==> src/rtl/shift_register_univ_if.sv <==
// Control/data bundle for the universal shift register: the master drives the
// operation request and the slave returns the register state and status.
interface shift_register_univ_if #(
  parameter int WIDTH = 8,
  parameter int CW    = $clog2(WIDTH + 1)
);
  logic             en;
  logic [2:0]       mode;
  logic             data_in;
  logic [WIDTH-1:0] pdata_in;
  logic [WIDTH-1:0] sreg;
  logic             sout;
  logic [CW-1:0]    shift_cnt;
  logic             drained;

  modport master (
    output en, mode, data_in, pdata_in,
    input  sreg, sout, shift_cnt, drained
  );

  modport slave (
    input  en, mode, data_in, pdata_in,
    output sreg, sout, shift_cnt, drained
  );
endinterface

==> src/rtl/shift_register_univ.sv <==
// WIDTH-bit universal shift register: shift, rotate, arithmetic shift, load and
// clear, with a registered serial output and a saturating shift counter.
module shift_register_univ #(
  parameter int               WIDTH     = 8,
  parameter logic [WIDTH-1:0] RESET_VAL = '0
) (
  input logic                clk,
  input logic                rst,
  shift_register_univ_if.slave bus
);

  localparam int            CW      = $clog2(WIDTH + 1);
  localparam logic [CW-1:0] CNT_MAX = CW'(WIDTH);

  if (WIDTH < 2) begin : g_width_check
    $error("shift_register_univ: WIDTH must be at least 2");
  end

  typedef enum logic [2:0] {
    MODE_HOLD  = 3'b000,
    MODE_SHL   = 3'b001,
    MODE_SHR   = 3'b010,
    MODE_ROL   = 3'b011,
    MODE_ROR   = 3'b100,
    MODE_ASR   = 3'b101,
    MODE_LOAD  = 3'b110,
    MODE_CLEAR = 3'b111
  } mode_e;

  // Counter stops at WIDTH so drained stays asserted while shifting continues.
  function automatic logic [CW-1:0] sat_inc(input logic [CW-1:0] cnt);
    if (cnt == CNT_MAX) begin
      sat_inc = CNT_MAX;
    end else begin
      sat_inc = cnt + CW'(1);
    end
  endfunction

  function automatic logic [WIDTH-1:0] asr1(input logic [WIDTH-1:0] val);
    logic signed [WIDTH-1:0] sval;
    sval = val;
    asr1 = sval >>> 1;
  endfunction

  logic [WIDTH-1:0] sreg_p0;
  logic             sout_p0;
  logic [CW-1:0]    cnt_p0;

  logic [WIDTH-1:0] sreg_nxt;
  logic             sout_nxt;
  logic [CW-1:0]    cnt_nxt;
  mode_e            mode_sel;

  assign mode_sel = mode_e'(bus.mode);

  always_comb begin
    sreg_nxt = sreg_p0;
    sout_nxt = sout_p0;
    cnt_nxt  = cnt_p0;
    if (bus.en) begin
      case (mode_sel)
        MODE_HOLD: begin
          sreg_nxt = sreg_p0;
        end
        MODE_SHL: begin
          sreg_nxt = {sreg_p0[WIDTH-2:0], bus.data_in};
          sout_nxt = sreg_p0[WIDTH-1];
          cnt_nxt  = sat_inc(cnt_p0);
        end
        MODE_SHR: begin
          sreg_nxt = {bus.data_in, sreg_p0[WIDTH-1:1]};
          sout_nxt = sreg_p0[0];
          cnt_nxt  = sat_inc(cnt_p0);
        end
        MODE_ROL: begin
          sreg_nxt = {sreg_p0[WIDTH-2:0], sreg_p0[WIDTH-1]};
          sout_nxt = sreg_p0[WIDTH-1];
          cnt_nxt  = sat_inc(cnt_p0);
        end
        MODE_ROR: begin
          sreg_nxt = {sreg_p0[0], sreg_p0[WIDTH-1:1]};
          sout_nxt = sreg_p0[0];
          cnt_nxt  = sat_inc(cnt_p0);
        end
        MODE_ASR: begin
          sreg_nxt = asr1(sreg_p0);
          sout_nxt = sreg_p0[0];
          cnt_nxt  = sat_inc(cnt_p0);
        end
        MODE_LOAD: begin
          sreg_nxt = bus.pdata_in;
          cnt_nxt  = '0;
        end
        MODE_CLEAR: begin
          sreg_nxt = '0;
          sout_nxt = 1'b0;
          cnt_nxt  = '0;
        end
        default: begin
          sreg_nxt = sreg_p0;
        end
      endcase
    end
  end

  // Stage p0: architectural state
  always_ff @(posedge clk) begin
    if (rst) begin
      sreg_p0 <= RESET_VAL;
      sout_p0 <= 1'b0;
      cnt_p0  <= '0;
    end else begin
      sreg_p0 <= sreg_nxt;
      sout_p0 <= sout_nxt;
      cnt_p0  <= cnt_nxt;
    end
  end

  assign bus.sreg      = sreg_p0;
  assign bus.sout      = sout_p0;
  assign bus.shift_cnt = cnt_p0;
  assign bus.drained   = (cnt_p0 == CNT_MAX);

endmodule
==> src/flat_wrapper.sv <==
// flat-port wrapper written by rule: the top's interface ports become plain ports
module shift_register_univ_flat 
#(
  parameter int               WIDTH     = 8,
  parameter logic [WIDTH-1:0] RESET_VAL = '0
)
  (clk, rst, bus_en, bus_mode, bus_data_in, bus_pdata_in, bus_sreg, bus_sout, bus_shift_cnt, bus_drained);
  shift_register_univ_if #(.WIDTH(WIDTH)) bus_i ();
  input logic clk;
  input logic rst;
  input wire logic [$bits(bus_i.en)-1:0] bus_en;
  input wire logic [$bits(bus_i.mode)-1:0] bus_mode;
  input wire logic [$bits(bus_i.data_in)-1:0] bus_data_in;
  input wire logic [$bits(bus_i.pdata_in)-1:0] bus_pdata_in;
  output wire logic [$bits(bus_i.sreg)-1:0] bus_sreg;
  output wire logic [$bits(bus_i.sout)-1:0] bus_sout;
  output wire logic [$bits(bus_i.shift_cnt)-1:0] bus_shift_cnt;
  output wire logic [$bits(bus_i.drained)-1:0] bus_drained;
  assign bus_i.en = bus_en;
  assign bus_i.mode = bus_mode;
  assign bus_i.data_in = bus_data_in;
  assign bus_i.pdata_in = bus_pdata_in;
  assign bus_sreg = bus_i.sreg;
  assign bus_sout = bus_i.sout;
  assign bus_shift_cnt = bus_i.shift_cnt;
  assign bus_drained = bus_i.drained;
  shift_register_univ #(.WIDTH(WIDTH), .RESET_VAL(RESET_VAL)) u_core (.clk(clk), .rst(rst), .bus(bus_i));
endmodule
==> config.mk <==
export PLATFORM = sky130hd
export DESIGN_NAME = shift_register_univ_flat
export DESIGN_NICKNAME = d
export VERILOG_FILES = /design/src/rtl/shift_register_univ_if.sv /design/src/rtl/shift_register_univ.sv /design/src/flat_wrapper.sv
export SDC_FILE = /design/constraint.sdc
export NUM_CORES = 1
export LEC_CHECK = 0
export BUFFER_PORTS_ARGS = -buffer_cell sky130_fd_sc_hd__buf_2
export CORE_UTILIZATION = 49
export CTS_BUF_LIST = sky130_fd_sc_hd__clkbuf_16
export DETAILED_ROUTE_END_ITERATION = 8
export GPL_ROUTABILITY_DRIVEN = 1
export PLACE_DENSITY = 0.89
export SLEW_MARGIN = 20
export SYNTH_ARGS = -nofsm -noshare
export SYNTH_HDL_FRONTEND = slang
export SYNTH_SLANG_ARGS = --single-unit
==> constraint.sdc <==
create_clock -name clk -period 1.5 [get_ports clk]
set_clock_uncertainty 0.15 [all_clocks]
set_input_delay 0.225 -clock clk [delete_from_list [all_inputs] [get_ports clk]]
set_output_delay 0.225 -clock clk [all_outputs]
set_load 0.01 [all_outputs]
* After elaboration in Yosys (flattened, before gate mapping)
Cells that the tools add are included.
** Word-level totals
- Register bits :: 13
- Input bits :: 15
- Output and inout bits :: 14
** Cells by class
- Add/sub/neg operators :: 1
- Equality and inequality tests :: 8
- Muxes and demuxes :: 4
- Bitwise gates (word level) :: 2
- Reductions and logical operators :: 11
** Operators by type and width (count)
- one-hot mux 8 bit (7 select lines) :: 1
- == test 3 bit (second input constant) :: 4
- one-hot mux 4 bit (2 select lines) :: 1
- == test 3 x 2 -> 1 bit (second input constant) :: 2
- AND reduction 2 bit :: 3
- OR reduction 5 bit :: 1
- adder 4 x 1 -> 4 bit (second input constant) :: 1
- == test 4 bit (second input constant) :: 1
- two-way mux 4 bit :: 1
- OR reduction 2 bit :: 2
- == test 3 x 1 -> 1 bit (second input constant) :: 1
- zero test 3 bit :: 1
- one-hot mux 1 bit (3 select lines) :: 1
- AND reduction 3 bit :: 1
- nonzero test 3 bit :: 1
- OR reduction 3 bit :: 1
- NOT 1 bit :: 2
- nonzero test 2 bit :: 1

* Depth between registers and ports, before layout
Gate-level depths: netlist (run 1).
- Depth in word-level cells :: 4
- Depth in mapped cells :: 6
- Gate-level depth less buffers :: 6

* Worst setup path after synthesis (run 1)
No wires, ideal clock.
- Path type :: flip-flop to flip-flop
- From :: register u_core.cnt_p0[0] (netlist: u_core.bus.shift_cnt[0])
- To :: register u_core.cnt_p0[0] (netlist: u_core.bus.shift_cnt[0])
- Library setup time :: 0.065 ns
- Data arrival time :: 1.249 ns
- Slack :: 0.036 ns
- Cell stages (with the launch flop) :: 7
- Path buffers :: 0
- Clock period less this slack :: 1.464 ns
- Cells stage by stage :: dfxtp_1 > inv_1 > ha_1 > and3b_1 > nor4_1 > a21oi_1 > nor2_1
** Between the ends
- Longest elaborated chain between the ends :: 3
- Elaborated cells between the ends (all ways) :: 4
** RTL lines
- from (decl) :: line shift_register_univ.sv:47 : logic [CW-1:0] cnt_p0;
- from (signal assigned) :: line shift_register_univ.sv:115 : cnt_p0 <= cnt_nxt;
- == test 4 bit
- named net bus_drained :: line flat_wrapper.sv:18 : output wire logic [$bits(bus_i.drained)-1:0] bus_drained;
- two-way mux 4 bit :: line shift_register_univ.sv:32 : if (cnt == CNT_MAX) begin
- one-hot mux 4 bit (2 select lines) :: line shift_register_univ.sv:61 : case (mode_sel)
The timed path passes the listed nets, and every way through them passes these cells.
A chain may end at the register's enable or synchronous reset.

* Worst setup path after layout (run 1)
- From :: register u_core.cnt_p0[0] (netlist: u_core.bus.shift_cnt[0])
- To :: output port bus_drained
** Between the ends
- Longest elaborated chain between the ends :: 1
** RTL lines
- == test 4 bit :: line shift_register_univ.sv:122 : assign bus.drained = (cnt_p0 == CNT_MAX);
- to (decl) :: line flat_wrapper.sv:18
No other way between the ends.

==> load_flow_metrics.sql, run 1 <==
INSERT INTO impl_metrics (metric_group, metric, value, unit) VALUES
('detailed_routing', 'dr.pass1.iters', '5', ''),
('logic_synthesis', 'netlist.area_leader.share', '29.5', '%'),
('timing', 'final_min_period_over_clock_period', '97.7', '%'),
('timing', 'drv_slew', '0', ''),
('placement', 'dpl_worst_slack', '-48.6', 'ps'),
('logic_synthesis', 'synth_area_leader_cell', 'sky130_fd_sc_hd__dfxtp_1', ''),
('power', 'power_report.internal_total', '0.000812', 'W'),
('power', 'p_leak', '0.509', 'nW'),
('placement', 'dpl_cell_area', '0.00102', 'mm^2'),
('power', 'part_of_the_total_power_dissipated_in_combinational_logic', '19.2', '%'),
('setup_path', 'setup.worst_path.start_class', 'flop', ''),
('timing', 'rsz0062_at_grt', 'true', ''),
('power', 'p_sw', '0.000285', 'W'),
('logic_synthesis', 'synth.avg_cell_area', '8.23', 'um^2'),
('logic_synthesis', 'synth_compound_gate_area_share', '31.5', '%'),
('clocking', 'clock_sinks', '13', ''),
('placement', 'port_buffers', '28', ''),
('clocking', 'cts-buffers-inserted', '3', ''),
('setup_path', 'worst-setup-path-type', 'reg2out', ''),
('logic_synthesis', 'synth_cell_types', '37', ''),
('grt', 'grt_pass1_vias', '873', ''),
('grt', 'grt_first_pass_wirelength', '3.76', 'mm'),
('clocking', 'cts.path.max_buffers', '2', ''),
('status', 'run_status', 'finished, final reports clean', ''),
('setup_path', 'critical_path.max_fanout', '3', ''),
('setup_path', 'required', '1120', 'ps'),
('cells_and_area', 'design_area', '0.00112', 'mm^2'),
('logic_synthesis', 'main_combinational_cell_family_by_area_after_synthesis', 'compound AO/OA/AOI/OAI gates', ''),
('logic_synthesis', 'netlist_area', '881', 'um^2'),
('grt', 'number_of_antenna_violations_at_the_first_check_in_global_routing', '0', ''),
('detailed_routing', 'drc_violation_count_after_routing', '0', ''),
('cells_and_area', 'final_net_count', '154', ''),
('grt', 'largest_net_degree_at_the_start_of_global_routing', '15', ''),
('die', 'die_area', '0.00197', 'mm^2'),
('clocking', 'holdBufCountCts', '0', ''),
('power', 'power.ir.vdd_worst', '0.825', 'mV'),
('timing', 'max_slew.worst_pin.slew', '468', 'ps'),
('clocking', 'clock_latency', '240', 'ps'),
('power', 'p_clk_share', '45.2', '%'),
('logic_synthesis', 'synth_xor_xnor_area_share', '0', '%'),
('detailed_routing', 'vias_per_cell', '6.02', ''),
('clocking', 'root_buffer', 'sky130_fd_sc_hd__clkbuf_16', ''),
('logic_synthesis', 'seq_total_area_yosys', '29.5', '%'),
('logic_synthesis', 'yosys_warnings', '0', ''),
('clocking', 'number_of_h_tree_levels', '1', ''),
('timing', 'finalHoldViolations', '0', ''),
('die', 'initial_core_util', '55.3', '%'),
('timing', 'finalWorstPathRequiredPeriod', '1470', 'ps'),
('logic_synthesis', 'netlist_top_cells_count', '13 x sky130_fd_sc_hd__dfxtp_1, 12 x sky130_fd_sc_hd__o21ai_0, 11 x sky130_fd_sc_hd__nor2_1', ''),
('detailed_routing', 'post_drt_wl_per_cell', '14.4', 'um'),
('die', 'die-height', '44.4', 'um'),
('logic_synthesis', 'synth.most_common_cell', 'sky130_fd_sc_hd__dfxtp_1', ''),
('power', 'share_seq_of_total_power', '35.6', '%'),
('setup_path', 'timing.critical_path.arrival', '1090', 'ps'),
('clocking', 'cts.reportedPaths.clkPinSlew', '40', 'ps'),
('grt', 'globalRouteOverflowTotal', '0', ''),
('logic_synthesis', 'synth.ff_latch_count', '13', ''),
('logic_synthesis', 'synth.top_cells.by_area', 'sky130_fd_sc_hd__dfxtp_1 30%, sky130_fd_sc_hd__o21ai_0 6.8%, sky130_fd_sc_hd__and3_1 5.7%', ''),
('logic_synthesis', 'synth_edf_count', '0', ''),
('setup_path', 'setup.worst_path.end_class', 'primary output', ''),
('timing', 'maximum_clock_frequency', '682', 'MHz'),
('cells_and_area', 'area.growth.synth_to_final', '26.8', '%'),
('die', 'io_pins', '29', ''),
('logic_synthesis', 'synth_simple_gate_area_share', '22.6', '%'),
('timing', 'worst_slew_margin_rel', '68.5', '%'),
('detailed_routing', 'finalWirelength', '2.31', 'mm'),
('timing', 'setup_viol', '0', ''),
('logic_synthesis', 'synth.mux.area_fraction', '3.84', '%'),
('logic_synthesis', 'post_synthesis_share_of_cell_area_spent_on_full_adders_half_adders_and_majority_gates', '2.84', '%'),
('die', 'die_width', '44.4', 'um'),
('timing', 'setup_slack', '34.0', 'ps');
## power by group through the flow
stage | logic, W | registers, W | clock network, W
after floorplan | 0.000132 | 0.000403 | 0
after global placement | 0.000195 | 0.000394 | 0
after detailed placement | 0.000202 | 0.000396 | 0
after CTS | 0.000206 | 0.000389 | 0.000504
after global routing | 0.000232 | 0.000393 | 0.000512
final | 0.000210 | 0.000390 | 0.000496
## through the flow
| step | util, % | setup TNS [ps] | instances | total power, W |
|---|---|---|---|---|
| after global routing | 70.1 | -14.7 | 160 | 0.00114 |
| after floorplan | - | 0 | 107 | 0.000535 |
| after CTS | 69.9 | 0 | 160 | 0.00110 |
| after detailed placement | 63.9 | -73.5 | 155 | 0.000598 |
| final | 70.1 | 0 | 160 | 0.00110 |
| after global placement | 63.9 | 0 | 155 | 0.000590 |
## timing repair
action                                 4_1_cts  5_1_grt
setup endpoints to repair                    1        2
endpoints found under the hold margin        0        0
buffers inserted                             1        0
gates resized for setup                      4        2
## flip-flops by register name, summed over array words and instances (netlist names)
name                  flops
u_core.bus.sout           1
u_core.bus.sreg           8
u_core.bus.shift_cnt      4
## final cells by class
cell class	instances	area, um^2
multi-input combinational	80	539
fill	130	477
sequential	13	263
timing repair buffer	33	184
clock buffer	3	75.1
tap	24	30.0
inverter	6	22.5
clock inverter	1	3.75
## worst paths after layout
| kind | from | to | slack (ps) | cells past startpoint |
|---|---|---|---|---|
| max reg2reg | u_core.bus.sreg[7] | u_core.bus.sreg[0] | 90 | 4 |
| min | bus_en | u_core.bus.sout | 150 | 2 |
| min reg2reg | u_core.bus.sreg[2] | u_core.bus.sreg[1] | 380 | 2 |
| max | u_core.bus.shift_cnt[0] | bus_drained | 30 | 4 |
## layer usage
layer  global-route usage [%]  part of all wire, %  vias to the layer above
met4                     10.3                  1.9                        0
li1                         -                    -                      460
met3                     7.35                   11                       10
met1                     32.1                   40                      431
met5                        0                    0                        -
met2                     42.1                   48                       62
## worst max-delay path, cell delays in order, from the launching register on
cell	delay (ps)
sky130_fd_sc_hd__dfxtp_2	330
sky130_fd_sc_hd__inv_2	30
sky130_fd_sc_hd__ha_2	150
sky130_fd_sc_hd__and3b_2	220
sky130_fd_sc_hd__buf_6	120
## cells by family (layout without fill, tap and decap cells)
kind of cell | after synthesis | after routing
buffers and inverters | 14 | 43
adder cells (fa/ha/maj) | 2 | 2
flip-flops | 13 | 13
AND/OR/NAND/NOR | 35 | 35
multiplexers | 2 | 2
AO/OA/AOI/OAI | 41 | 41
## placed cells by master, fill, tap and decap left out, types with 3 or more instances in the layout
cell and count:
sky130_fd_sc_hd__a211oi_1 6, sky130_fd_sc_hd__a21oi_1 6, sky130_fd_sc_hd__a221oi_1 5, sky130_fd_sc_hd__and3_1 8, sky130_fd_sc_hd__buf_2 27, sky130_fd_sc_hd__buf_4 5
sky130_fd_sc_hd__clkbuf_16 3, sky130_fd_sc_hd__dfxtp_1 11, sky130_fd_sc_hd__inv_1 5, sky130_fd_sc_hd__nand2_1 5, sky130_fd_sc_hd__nor2_1 11, sky130_fd_sc_hd__o21ai_0 12
(Power assumes the default switching activity.)
==> run 2, diff against run 1 <==
--- a/config.mk
+++ b/config.mk
@@ -10,7 +10,7 @@
 export CTS_BUF_LIST = sky130_fd_sc_hd__clkbuf_16
 export DETAILED_ROUTE_END_ITERATION = 8
 export GPL_ROUTABILITY_DRIVEN = 1
-export PLACE_DENSITY = 0.89
+export PLACE_DENSITY = 0.75
 export SLEW_MARGIN = 20
 export SYNTH_ARGS = -nofsm -noshare
 export SYNTH_HDL_FRONTEND = slang
==> run 2 against run 1 <==
Net effect:
- worst setup slack worse by 4.0 ps
- sequential cell count stayed put
- core utilization is 1.3 points higher
- die area stayed put
- via count is 3.6% lower
- count of clock-buffer cells in the layout stayed put
- fmax is 0.27% lower
- non-clock buffer count is 1 higher
- cell count is 0.63% higher
- clock power is 3% higher
==> load_flow_metrics.sql, run 2 (same netlist as run 1, synthesis figures left out) <==
INSERT INTO impl_metrics (metric_group, metric, value, unit) VALUES
('status', 'run_status', 'finished, final reports clean', ''),
('clocking', 'clock_latency', '240', 'ps'),
('die', 'core.rowCount', '14', ''),
('timing', 'holdWs', '135', 'ps'),
('cells_and_area', 'layout.cells.most_common_list', '27 x sky130_fd_sc_hd__buf_2, 12 x sky130_fd_sc_hd__o21ai_0, 11 x sky130_fd_sc_hd__nor2_1, 11 x sky130_fd_sc_hd__dfxtp_1, 8 x sky130_fd_sc_hd__and3_1', ''),
('timing', 'maximum_clock_frequency', '680', 'MHz'),
('grt', 'number_of_antenna_violations_at_the_first_check_in_global_routing', '0', ''),
('die', 'io_pins', '29', ''),
('grt', 'grt_first_pass_wirelength', '3.72', 'mm'),
('setup_path', 'crit_start', 'u_core.bus.shift_cnt[1]', ''),
('detailed_routing', 'finalWirelength', '2.22', 'mm'),
('setup_path', 'setup.worst_path.end_class', 'primary output', ''),
('power', 'power.ir.vdd_worst', '0.946', 'mV'),
('cells_and_area', 'register_area', '263', 'um^2'),
('cells_and_area', 'largest_register_ffs', '8', ''),
('cells_and_area', 'post_route_cells_drive_above_1_share', '35.8', '%'),
('detailed_routing', 'dr.pass1.iters', '4', ''),
('power', 'share_seq_of_total_power', '35.0', '%'),
('cells_and_area', 'design_area', '0.00114', 'mm^2'),
('cells_and_area', 'final_net_count', '155', ''),
('clocking', 'cts.reportedPaths.clkPinSlew', '50', 'ps'),
('cells_and_area', 'num_antenna_cells', '0', ''),
('timing', 'finalWorstPathRequiredPeriod', '1470', 'ps'),
('timing', 'totalNegativeSetupSlack', '0', 'ps'),
('detailed_routing', 'first_iter_violations', '18', ''),
('cells_and_area', 'fill_cells', '130', ''),
('cells_and_area', 'multiInputGateArea', '539', 'um^2'),
('clocking', 'number_of_h_tree_levels', '1', ''),
('power', 'pwr_density_cell', '979', 'mW/mm^2'),
('clocking', 'clock_sinks', '13', ''),
('timing', 'setup_slack', '30.0', 'ps'),
('placement', 'gp_congestion', '0.810', ''),
('setup_path', 'required', '1120', 'ps'),
('detailed_routing', 'post_drt_wl_per_cell', '13.8', 'um'),
('timing', 'final_min_period_over_clock_period', '98.0', '%'),
('grt', 'globalRouteOverflowTotal', '0', ''),
('placement', 'place_hpwl', '1.67', 'mm'),
('power', 'part_of_the_total_power_dissipated_in_combinational_logic', '19.1', '%'),
('clocking', 'post-cts-setup-buffer-count', '0', ''),
('power', 'switching_share', '26.4', '%'),
('placement', 'dpl_worst_slack', '-39.9', 'ps'),
('power', 'p_total', '0.00111', 'W'),
('grt', 'overall_fraction_of_global_route_tracks_in_use', '25.8', '%'),
('power', 'power_report.internal_total', '0.000820', 'W'),
('placement', 'port_buffers', '28', ''),
('timing', 'setup_viol', '0', ''),
('die', 'placeable_core_area', '0.00159', 'mm^2'),
('detailed_routing', 'drc_violation_count_after_routing', '0', ''),
('run', 'maxCapViolations', '0', ''),
('timing', 'drv_slew', '0', ''),
('setup_path', 'reg2reg_from', 'u_core.bus.shift_cnt[1]', ''),
('timing', 'max_slew.worst_pin.slew', '367', 'ps'),
('die', 'die_area', '0.00197', 'mm^2'),
('setup_path', 'worst-setup-path-type', 'reg2out', ''),
('timing', 'finalHoldViolations', '0', ''),
('min_path', 'worstHoldStart', 'bus_en', ''),
('setup_path', 'timing.critical_path.arrival', '1100', 'ps'),
('timing', 'rsz0062_at_grt', 'false', ''),
('cells_and_area', 'layout.cells.most_common', 'sky130_fd_sc_hd__buf_2', ''),
('clocking', 'cts.path.max_buffers', '2', ''),
('power', 'p_leak', '0.517', 'nW'),
('die', 'die-height', '44.4', 'um'),
('placement', 'dpl_cell_area', '0.00105', 'mm^2'),
('die', 'die_width', '44.4', 'um'),
('power', 'p_clk_share', '45.9', '%'),
('detailed_routing', 'routed-via-count', '928', ''),
('detailed_routing', 'vias_per_cell', '5.76', ''),
('detailed_routing', 'ant_nets', '0', ''),
('setup_path', 'critical_path.max_fanout', '3', ''),
('setup_path', 'setup.worst_path.start_class', 'flop', ''),
('timing', 'worst_slew_margin_rel', '75.5', '%'),
('cells_and_area', 'area.growth.synth_to_final', '29.3', '%'),
('die', 'initial_core_util', '55.3', '%'),
('grt', 'grt_pass1_vias', '815', ''),
('clocking', 'cts-buffers-inserted', '3', ''),
('clocking', 'root_buffer', 'sky130_fd_sc_hd__clkbuf_16', ''),
('clocking', 'tritoncts', 'done', ''),
('min_path', 'hp-class', 'in2reg', ''),
('power', 'p_sw', '0.000294', 'W'),
('grt', 'largest_net_degree_at_the_start_of_global_routing', '16', '');
## run 2: cell types whose count changed in the layout (fill, tap and decap cells not counted), sizes merged
cell    before  now
buf         33   34
clkinv       0    1
inv          7    6
## run 2: path summary, 6_finish.rpt
kind                              to  slack [ps]  cells past startpoint
max                      bus_drained          30                      4
min                  u_core.bus.sout         130                      2
max reg2reg  u_core.bus.shift_cnt[0]         150                      6
min reg2reg       u_core.bus.sreg[1]         380                      2
## run 2: layout make-up
class                      count  share of cell area (%)
clock buffer                   3                    6.59
clock inverter                 1                   0.440
inverter                       6                    1.98
multi-input combinational     80                    47.4
sequential                    13                    23.1
tap                           24                    2.64
timing repair buffer          34                    17.9
## run 2: repair_timing
action	4_1_cts	5_1_grt
resized for setup	0	6
hold buffers	0	0
setup endpoints to repair	0	1
## run 2: through the flow
step / cells / util (%)
5_1_grt: 161 / 71.4
6_report: 161 / 71.4
3_5_place_dp: 157 / 65.6
3_3_place_gp: 157 / 65.6
4_1_cts: 161 / 70.6
2_1_floorplan: 107 / -
## run 2: critical path, stage by stage, from the launching register on
cell and delay, ps:
sky130_fd_sc_hd__dfxtp_2 320, sky130_fd_sc_hd__inv_1 40, sky130_fd_sc_hd__ha_2 150, sky130_fd_sc_hd__and3b_2 220, sky130_fd_sc_hd__buf_6 120
## run 2: per-layer routing
layer / share of wire, % / vias up / wire [um] / track usage, %
met5: 0 / - / 0 / 0
met4: 0.95 / 0 / 21 / 9.09
met3: 4.6 / 4 / 103 / 7.35
met2: 48 / 25 / 1070 / 40.9
met1: 46 / 437 / 1020 / 33.6
li1: - / 462 / - / -
## run 2: power by group through the flow
stage | Sequential, W | Combinational [W] | Clock [W]
global placement | 0.000395 | 0.000207 | 0
floorplan | 0.000403 | 0.000132 | 0
global route | 0.000392 | 0.000235 | 0.000540
detailed placement | 0.000395 | 0.000210 | 0
finish | 0.000390 | 0.000212 | 0.000512
CTS | 0.000389 | 0.000212 | 0.000519
==> run 3, diff against run 2 <==
--- a/config.mk
+++ b/config.mk
@@ -5,12 +5,13 @@
 export SDC_FILE = /design/constraint.sdc
 export NUM_CORES = 1
 export LEC_CHECK = 0
-export BUFFER_PORTS_ARGS = -buffer_cell sky130_fd_sc_hd__buf_2
-export CORE_UTILIZATION = 49
+export CORE_UTILIZATION = 55
 export CTS_BUF_LIST = sky130_fd_sc_hd__clkbuf_16
 export DETAILED_ROUTE_END_ITERATION = 8
+export DONT_BUFFER_PORTS = 1
 export GPL_ROUTABILITY_DRIVEN = 1
-export PLACE_DENSITY = 0.75
+export MAX_ROUTING_LAYER = met4
+export PLACE_DENSITY = 0.67
 export SLEW_MARGIN = 20
 export SYNTH_ARGS = -nofsm -noshare
 export SYNTH_HDL_FRONTEND = slang
==> run 3 against run 2 <==
Net effect:
- combinational power decreased by 33%
- register-to-register slack about the same
- sequential cell count did not move
- cell area down 14%
- cell count fell by 22%
- die area is 10% lower
- worst setup slack improved by 16 ps
- total power decreased by 7.7%
- sequential share of layout area rose by 3.8 points
- hold slack got worse by 70 ps
- non-clock buffer count shrank 28
- wire length decreased by 5.4%
- critical endpoint unchanged
- largest power group unchanged
==> load_flow_metrics.sql, run 3 (same netlist as run 1, synthesis figures left out) <==
INSERT INTO impl_metrics (metric_group, metric, value, unit) VALUES
('power', 'p_sw', '0.000243', 'W'),
('grt', 'grt_pass1_vias', '777', ''),
('die', 'die_area', '0.00177', 'mm^2'),
('cells_and_area', 'layout.cells.most_common_list', '12 x sky130_fd_sc_hd__o21ai_0, 11 x sky130_fd_sc_hd__nor2_1, 11 x sky130_fd_sc_hd__dfxtp_1', ''),
('min_path', 'min_path_cells', '2', ''),
('detailed_routing', 'routed-via-count', '841', ''),
('detailed_routing', 'wl_met2', '914', 'um'),
('die', 'placeable_core_area', '0.00151', 'mm^2'),
('clocking', 'cts.reportedPaths.clkPinSlew', '40', 'ps'),
('power', 'power_report.internal_total', '0.000786', 'W'),
('setup_path', 'timing.critical_path.arrival', '1080', 'ps'),
('detailed_routing', 'drc_violation_count_after_routing', '0', ''),
('setup_path', 'reg2reg_from', 'u_core.bus.shift_cnt[1]', ''),
('detailed_routing', 'dr.pass1.iters', '4', ''),
('detailed_routing', 'wirelength_met1', '1.00', 'mm'),
('clocking', 'root_buffer', 'sky130_fd_sc_hd__clkbuf_16', ''),
('min_path', 'hp-class', 'in2reg', ''),
('power', 'part_of_the_total_power_dissipated_in_combinational_logic', '13.7', '%'),
('timing', 'worst_slew_margin_rel', '65.7', '%'),
('placement', 'gp_congestion', '0.823', ''),
('detailed_routing', 'ant_nets', '0', ''),
('setup_path', 'worst-setup-path-type', 'reg2out', ''),
('min_path', 'worstHoldStart', 'bus_en', ''),
('setup_path', 'crit_slowest_cell', 'sky130_fd_sc_hd__dfxtp_2', ''),
('detailed_routing', 'first_iter_violations', '29', ''),
('timing', 'holdWs', '64.5', 'ps'),
('setup_path', 'setup.worst_path.end_class', 'primary output', ''),
('timing', 'finalHoldViolations', '0', ''),
('clocking', 'clock_sinks', '13', ''),
('clocking', 'tritoncts', 'done', ''),
('detailed_routing', 'vias_per_cell', '6.73', ''),
('setup_path', 'critical_path.max_stage_delay', '320', 'ps'),
('setup_path', 'timing.critical_path.cells', 'inv_2 > ha_2 > and3b_2 > buf_6', ''),
('die', 'initial_core_util', '58.5', '%'),
('timing', 'maximum_clock_frequency', '688', 'MHz'),
('power', 'pwr_density_cell', '1050', 'mW/mm^2'),
('timing', 'final_min_period_over_clock_period', '97.0', '%'),
('grt', 'overall_fraction_of_global_route_tracks_in_use', '26.0', '%'),
('die', 'die_width', '42.0', 'um'),
('timing', 'totalNegativeSetupSlack', '0', 'ps'),
('placement', 'place_hpwl', '1.48', 'mm'),
('setup_path', 'crit-reg2reg-capture', 'u_core.bus.shift_cnt[0]', ''),
('power', 'share_seq_of_total_power', '39.1', '%'),
('cells_and_area', 'final_net_count', '127', ''),
('cells_and_area', 'largest_register_ffs', '8', ''),
('setup_path', 'timing.reg2reg.worst_path_depth', '6', ''),
('power', 'switching_share', '23.6', '%'),
('clocking', 'number_of_h_tree_levels', '1', ''),
('die', 'io_pins', '29', ''),
('detailed_routing', 'post_drt_wl_per_cell', '16.8', 'um'),
('timing', 'max_slew.worst_pin.slew', '513', 'ps'),
('power', 'p_clk_share', '47.3', '%'),
('setup_path', 'timing.reg2reg.setup_slack', '150', 'ps'),
('timing', 'rsz0062_at_grt', 'false', ''),
('grt', 'number_of_antenna_violations_at_the_first_check_in_global_routing', '0', ''),
('timing', 'drv_slew', '0', ''),
('cells_and_area', 'post_route_cells_drive_above_1_share', '17.4', '%'),
('cells_and_area', 'multiInputGateArea', '539', 'um^2'),
('timing', 'finalWorstPathRequiredPeriod', '1450', 'ps'),
('cells_and_area', 'num_antenna_cells', '0', ''),
('min_path', 'timing.hold.worst_endpoint', 'u_core.bus.sreg[7]', ''),
('clocking', 'clock_latency', '240', 'ps'),
('timing', 'setup_viol', '0', ''),
('placement', 'port_buffers', '0', ''),
('clocking', 'cts-buffers-inserted', '3', ''),
('run', 'maxCapViolations', '0', ''),
('status', 'run_status', 'finished, final reports clean', ''),
('grt', 'largest_net_degree_at_the_start_of_global_routing', '21', ''),
('setup_path', 'critical_path.max_fanout', '3', ''),
('clocking', 'post-cts-setup-buffer-count', '0', ''),
('die', 'die-height', '42.0', 'um'),
('setup_path', 'required', '1120', 'ps'),
('cells_and_area', 'fill_cells', '139', ''),
('cells_and_area', 'register_area', '263', 'um^2'),
('clocking', 'cts.path.max_buffers', '2', ''),
('cells_and_area', 'layout.cells.most_common', 'sky130_fd_sc_hd__o21ai_0', ''),
('power', 'p_total', '0.00103', 'W'),
('power', 'p_leak', '0.386', 'nW'),
('grt', 'grt_first_pass_wirelength', '3.51', 'mm'),
('setup_path', 'setup.worst_path.start_class', 'flop', ''),
('detailed_routing', 'finalWirelength', '2.10', 'mm'),
('die', 'core.rowCount', '14', ''),
('detailed_routing', 'route.top_layer_used', 'met4', ''),
('grt', 'globalRouteOverflowTotal', '0', ''),
('detailed_routing', 'met3WireLength', '165', 'um'),
('power', 'power.ir.vdd_worst', '0.573', 'mV'),
('cells_and_area', 'area.growth.synth_to_final', '10.9', '%');
## run 3: changes by cell type in the layout (fill, tap and decap cells not counted), sizes merged
cell | before | now
buf | 34 | 4
dlygate4sd3 | 0 | 2
clkinv | 1 | 0
inv | 6 | 7
## run 3: power groups by stage
stage	registers [W]	logic [W]	clock network, W
detailed placement	0.000408	0.000129	0
global route	0.000405	0.000157	0.000516
floorplan	0.000403	0.000132	0
CTS	0.000401	0.000140	0.000491
global placement	0.000407	0.000127	0
finish	0.000402	0.000141	0.000486
## run 3: timing repair
item                                    4_1_cts  5_1_grt
hold buffers                                  2        0
gates resized for setup                       0        7
endpoints found under the setup margin        0        1
hold endpoints to repair                     13        0
## run 3: worst max path at each step
stage,end,start
2_1_floorplan,u_core.bus.shift_cnt[0],u_core.bus.shift_cnt[0]
3_3_place_gp,u_core.bus.shift_cnt[0],u_core.bus.shift_cnt[0]
3_5_place_dp,u_core.bus.shift_cnt[0],u_core.bus.shift_cnt[0]
4_1_cts,bus_drained,u_core.bus.shift_cnt[0]
5_1_grt,u_core.bus.sreg[0],u_core.bus.sreg[7]
6_report,bus_drained,u_core.bus.shift_cnt[1]
## run 3: cell type report
cell class / count / share of cell area, %
Clock buffer: 3 / 7.68
Multi-Input combinational cell: 80 / 55.2
Timing Repair Buffer: 6 / 5.51
Sequential cell: 13 / 26.9
Clock inverter: 1 / 0.384
Tap cell: 16 / 2.05
Inverter: 6 / 2.30
## run 3: through the flow
| step | std cells | worst slack [ps] | instance area, um^2 | util [%] |
|---|---|---|---|---|
| 2_1_floorplan | 107 | 35.7 | 881 | - |
| 3_3_place_gp | 119 | 188 | 868 | 57.6 |
| 3_5_place_dp | 119 | 153 | 868 | 57.6 |
| 4_1_cts | 125 | 6.55 | 967 | 64.2 |
| 5_1_grt | 125 | 2.62 | 977 | 64.9 |
| 6_report | 125 | 45.7 | 977 | 64.9 |
## run 3: critical path: cells and delay by family, from the launching register on
family / cells / cell delay, ps
fa+ha+maj: 1 / 160
flops: 1 / 320
simple gates: 1 / 210
buf+inv: 2 / 150
## run 3: layer usage
metal / up-vias / GRT usage [%]
met5: - / -
met4: 0 / 7.50
met3: 2 / 4.74
met2: 47 / 39.7
met1: 386 / 35.4
li1: 406 / -
